### config.mk
export PLATFORM = sky130hd
export DESIGN_NAME = adc_sampler
export DESIGN_NICKNAME = d
export VERILOG_FILES = /design/src/rtl/adc_sampler.sv
export SDC_FILE = /design/constraint.sdc
export NUM_CORES = 1
export LEC_CHECK = 0
export CORE_MARGIN = 2
export CORE_UTILIZATION = 55
export CTS_CLUSTER_SIZE = 12
export DETAILED_ROUTE_END_ITERATION = 16
export PLACE_DENSITY = 0.8
export SYNTH_ARGS = -nofsm -noshare
export SYNTH_HDL_FRONTEND = slang
export SYNTH_SLANG_ARGS = --single-unit
### constraint.sdc
create_clock -name clk_i -period 2.95 [get_ports clk_i]
set_input_delay 0.295 -clock clk_i [delete_from_list [all_inputs] [get_ports clk_i]]
set_output_delay 0.295 -clock clk_i [all_outputs]
set_load 0.01 [all_outputs]
### src/rtl/adc_sampler.sv
// Periodic ADC conversion sequencer: drives the start/is_idle handshake on a fixed
// tick, captures each signed result and emits a block average of 2**LOG2_AVG samples.
module adc_sampler #(
    parameter int PERIOD      = 100,
    parameter int HOLD_CYCLES = 40,
    parameter int LOG2_AVG    = 4,
    parameter int TIMEOUT     = 16
) (
    input  logic        clk_i,
    input  logic        reset_i,
    input  logic        enable_i,
    input  logic        clear_i,
    input  logic [15:0] adc_data_i,
    input  logic        adc_is_idle_i,
    output logic        adc_start_o,
    output logic [15:0] sample_o,
    output logic        sample_valid_o,
    output logic [15:0] avg_o,
    output logic        avg_valid_o,
    output logic        overrun_o,
    output logic        error_o
);
    localparam int CW   = (PERIOD > 1) ? $clog2(PERIOD) : 1;
    localparam int TMAX = (HOLD_CYCLES > TIMEOUT) ? HOLD_CYCLES : TIMEOUT;
    localparam int TW   = $clog2(TMAX + 1);
    localparam int AW   = 16 + LOG2_AVG;

    typedef enum logic [2:0] {
        S_IDLE,
        S_START,
        S_HOLD,
        S_RELEASE,
        S_CAPTURE
    } state_t;

    state_t state, state_next;

    logic [CW-1:0]       per_cnt;
    logic                tick;
    logic [TW-1:0]       tmr;
    logic                timed_out;
    logic                hold_done;
    logic                err_evt;
    logic                capture;
    logic                overrun_evt;
    logic [LOG2_AVG-1:0] avg_cnt;
    logic signed [AW-1:0] acc;
    logic signed [AW-1:0] sample_ext;
    logic signed [AW-1:0] acc_sum;

    assign tick        = enable_i && (per_cnt == CW'(PERIOD - 1));
    assign timed_out   = (tmr == TW'(TIMEOUT - 1));
    assign hold_done   = (tmr == TW'(HOLD_CYCLES - 1));
    assign overrun_evt = tick && (state != S_IDLE);

    always_ff @(posedge clk_i or posedge reset_i) begin
        if (reset_i) begin
            per_cnt <= '0;
        end else if (!enable_i || tick) begin
            per_cnt <= '0;
        end else begin
            per_cnt <= per_cnt + 1'b1;
        end
    end

    always_comb begin
        state_next = state;
        err_evt    = 1'b0;
        capture    = 1'b0;
        case (state)
            S_IDLE: begin
                if (tick) state_next = S_START;
            end
            S_START: begin
                if (!adc_is_idle_i) begin
                    state_next = S_HOLD;
                end else if (timed_out) begin
                    err_evt    = 1'b1;
                    state_next = S_IDLE;
                end
            end
            S_HOLD: begin
                if (hold_done) state_next = S_RELEASE;
            end
            S_RELEASE: begin
                if (adc_is_idle_i) begin
                    state_next = S_CAPTURE;
                end else if (timed_out) begin
                    err_evt    = 1'b1;
                    state_next = S_IDLE;
                end
            end
            S_CAPTURE: begin
                capture    = 1'b1;
                state_next = S_IDLE;
            end
            default: state_next = S_IDLE;
        endcase
    end

    // tmr counts cycles spent in the current state; restarts on every transition
    always_ff @(posedge clk_i or posedge reset_i) begin
        if (reset_i) begin
            state       <= S_IDLE;
            tmr         <= '0;
            adc_start_o <= 1'b0;
        end else begin
            state       <= state_next;
            tmr         <= (state_next != state || state == S_IDLE) ? '0 : tmr + 1'b1;
            adc_start_o <= (state_next == S_START) || (state_next == S_HOLD);
        end
    end

    assign sample_ext = {{LOG2_AVG{adc_data_i[15]}}, adc_data_i};
    assign acc_sum    = acc + sample_ext;

    // Top 16 bits of the widened sum are exactly floor(sum / 2**LOG2_AVG)
    always_ff @(posedge clk_i or posedge reset_i) begin
        if (reset_i) begin
            sample_o       <= '0;
            sample_valid_o <= 1'b0;
            avg_o          <= '0;
            avg_valid_o    <= 1'b0;
            acc            <= '0;
            avg_cnt        <= '0;
        end else begin
            sample_valid_o <= 1'b0;
            avg_valid_o    <= 1'b0;
            if (capture) begin
                sample_o       <= adc_data_i;
                sample_valid_o <= 1'b1;
                if (clear_i) begin
                    acc     <= sample_ext;
                    avg_cnt <= LOG2_AVG'(1);
                end else if (&avg_cnt) begin
                    avg_o       <= acc_sum[AW-1:LOG2_AVG];
                    avg_valid_o <= 1'b1;
                    acc         <= '0;
                    avg_cnt     <= '0;
                end else begin
                    acc     <= acc_sum;
                    avg_cnt <= avg_cnt + 1'b1;
                end
            end else if (clear_i) begin
                acc     <= '0;
                avg_cnt <= '0;
            end
        end
    end

    // Sticky flags: a same-cycle event beats clear_i
    always_ff @(posedge clk_i or posedge reset_i) begin
        if (reset_i) begin
            error_o   <= 1'b0;
            overrun_o <= 1'b0;
        end else begin
            if (err_evt) error_o <= 1'b1;
            else if (clear_i) error_o <= 1'b0;
            if (overrun_evt) overrun_o <= 1'b1;
            else if (clear_i) overrun_o <= 1'b0;
        end
    end

endmodule

==> impl_metrics.csv <==
group,metric,value,unit
run_status,status,"finished, final reports clean",
logic_synthesis,synth-seq-area-share,44.7,%
drt,drt_wl_total,9.96,mm
clocking,h-tree-depth,3,
logic_synthesis,synth_area,4310,um2
sta,setup-tns-final,0,ps
worst_setup_path,worstPathBufferInverterCount,2,
finish,final_layout_size_suffix_gt1_share,9.19,%
grt,grt_max_degree,30,
logic_synthesis,synth_ff_type,"dfrtp_1",
sta,rsz0062_at_grt,"no",
sta,tightestPinTransition,647,ps
clocking,cts_resized,0,
finish,area_growth,19.7,%
power_and_ir_drop,p_total,2080,uW
grt,antenna_found_initial,0,
worst_setup_path,slowest_delay,510,ps
die,die_area,8560,um2
worst_setup_path,worstPathCellList,"clkdlybuf4s50_1, ha_1, inv_1, fa_1, nand2b_1, a21oi_2, o21ai_2, a31oi_2, a21o_1, xor2_1, a221o_1",
worst_setup_path,cp-start-kind,"input port",
drt,post_drt_wl_per_cell,15.7,um
sta,slew_headroom,56.5,%
die,row_count,32,
power_and_ir_drop,powerDensity,403,nW/um2
clocking,cts_buffer_depth,2,
grt,grt_util_met1,34.9,%
clocking,cts_buffers,9,
logic_synthesis,synth_nets,512,
die,ios,58,
clocking,cts_sinks,77,
sta,finClkSkew,9.31,ps
logic_synthesis,synthCells,468,
power_and_ir_drop,ir_drop,0.277,mV
drt,drc,0,
die,die_height,92.5,um
logic_synthesis,synth_cell_type_count,65,
logic_synthesis,ys_ff_latch,77,
worst_setup_path,path_class,"in -> reg",
sta,hold_ws,276,ps
grt,grt_util_met2,40.8,%
clocking,cts_setup_buffers,0,
finish,antennaDiodeCount,0,
worst_setup_path,arrival,2760,ps
die,dieWidth,92.5,um
logic_synthesis,synth-edff-count,0,
sta,fin_crit,2530,ps
drt,dr.pass1.iters,5,
worst_setup_path,slowest_stage,"clkdlybuf4s50_1",
worst_setup_path,r2r_end,"acc[16]",
clocking,cts_hold_buf,0,
placement,gp_congestion,0.903,
worst_setup_path,crit_family,"compound AO/OA/AOI/OAI gates",
clocking,cts_tree,"yes",
logic_synthesis,synth_top_area_cell,"dfrtp_1",
logic_synthesis,synth_area_leaders,"dfrtp_1 (45%), nand2_1 (8.5%), ha_1 (6.4%)",
placement,port-buffer-count,57,
sta,drv_slew,0,
drt,via_per_inst,5.74,
grt,overflow,0,
grt,grtUsageMet3,3.58,%
clocking,root_buffer,"clkbuf_8",
grt,grt_usage,25.3,%
logic_synthesis,netlist_top_cells_count,"nand2_1 (98), dfrtp_1 (77), o21ai_0 (38), nor2_1 (30), a21oi_1 (26)",
logic_synthesis,async_flop_share,100,%
drt,drt_iter0_drc,227,
grt,grt_pass1_wl,17.3,mm
flow_run,cap_violations,0,
grt,busiest_layer,"met2",
grt,grt_pass1_vias,3609,
drt,drtAntennaViolNets,0,
power_and_ir_drop,leakagePower,0.00234,uW
die,coreArea,7650,um2
worst_setup_path,worstSetupEndpointType,"register",
clocking,cts.clk_slew.worst_paths,80,ps
sta,setup_violations,0,
worst_setup_path,crit_fanout,5,
clocking,clock_latency,350,ps
finish,num-nets-final,573,
logic_synthesis,yosys.cell_count.top_type,"nand2_1",
sta,fin_crit_sh,85.6,%
worst_setup_path,required,3180,ps
worst_hold_path,hp-class,"in -> async",
logic_synthesis,synth_top_area_share,44.7,%
worst_setup_path,r2r-start,"acc[0]",
drt,vias,3643,
sta,hold_violations,0,
sta,clock.fmax,396,MHz
worst_setup_path,rr_worst_depth,10,
worst_setup_path,rrSetupSlack,530,ps
logic_synthesis,syn_avg_cell_area,9.21,um2
die,initial_core_util,56.4,%
logic_synthesis,ys_warn_count,0,
placement,dp_hpwl,7.37,mm
-- cell families after synthesis --
logic type,after synthesis,synth area share (%)
compound gates,118,18.0
xor+xnor,28,5.69
fa+ha+maj,23,6.85
buf+inv,34,3.63
flops,77,44.7
mux,6,1.57
simple gates,182,19.6
-- per-layer routing --
metal	part of all wire, %	routed length [um]
met1	46	4580
met2	48	4730
met3	4.9	487
met4	1.6	159
met5	0	0
-- how the worst max path moves through the flow --
| stage | cells after the start | slack (ps) | start | end |
|---|---|---|---|---|
| after detailed placement | 11 | 80 | adc_data_i[0] | acc[16] |
| after global routing | 11 | 290 | adc_data_i[0] | acc[16] |
| after floorplan | 1 | 690 | reset_i | acc[0] |
| after CTS | 11 | 440 | adc_data_i[0] | acc[16] |
| final | 11 | 420 | adc_data_i[0] | acc[16] |
| after global placement | 11 | 140 | adc_data_i[0] | acc[16] |
-- flip-flops by register name, indices dropped and copies added, names as in the netlist --
signal and count:
avg_valid_o 1, avg_cnt 4, error_o 1, tmr 6
overrun_o 1, adc_start_o 1, state 3, acc 20
per_cnt 7, avg_o 16, sample_o 16, sample_valid_o 1
-- stage by stage --
step / setup WS (ps) / instances / util (%) / instance area (um2)
global route: 292 / 635 / 67.5 / 5160
global placement: 139 / 620 / 65.3 / 4990
CTS: 443 / 635 / 67.5 / 5160
detailed placement: 82.9 / 620 / 65.3 / 4990
floorplan: 688 / 468 / - / 4310
finish: 423 / 635 / 67.5 / 5160
-- cell type report --
| cell class | instances | area (um2) |
|---|---|---|
| Tap cell | 102 | 128 |
| Sequential cell | 77 | 1930 |
| Clock inverter | 4 | 25.0 |
| Inverter | 17 | 65.1 |
| Multi-Input combinational cell | 357 | 2230 |
| Clock buffer | 11 | 141 |
| Timing Repair Buffer | 67 | 646 |
| Fill cell | 610 | 2490 |
-- cells in the final DEF, fill, tap and decap left out, types with 7 or more instances in the layout --
master / netlist / routed
ha_1: 22 / 22
nor3_1: 8 / 8
nand3_1: 14 / 14
inv_1: 15 / 14
o21ai_0: 38 / 38
clkbuf_8: 0 / 10
a22oi_1: 8 / 8
and3_1: 7 / 7
xnor2_1: 15 / 15
buf_4: 3 / 10
nand2_1: 98 / 98
a21oi_1: 26 / 26
dfrtp_1: 77 / 77
xor2_1: 13 / 13
clkdlybuf4s50_1: 0 / 57
nor2_1: 30 / 30
-- worst reg2reg max path: cells and delay by family, from the launching register on --
kind	cells	cell delay, ps
buf+inv	1	60
flops	1	360
fa+ha+maj	2	550
compound gates	5	1050
simple gates	1	210
xor+xnor	1	70
-- power by group --
part	switching [uW]	total [uW]	internal [uW]	leakage (uW)
combinational	136	255	119	0.00126
sequential	29.3	1120	1090	0.00100
clock	385	706	321	0.0000812
total	551	2080	1530	0.00234
No activity file was read; power rests on OpenSTA's default activity.
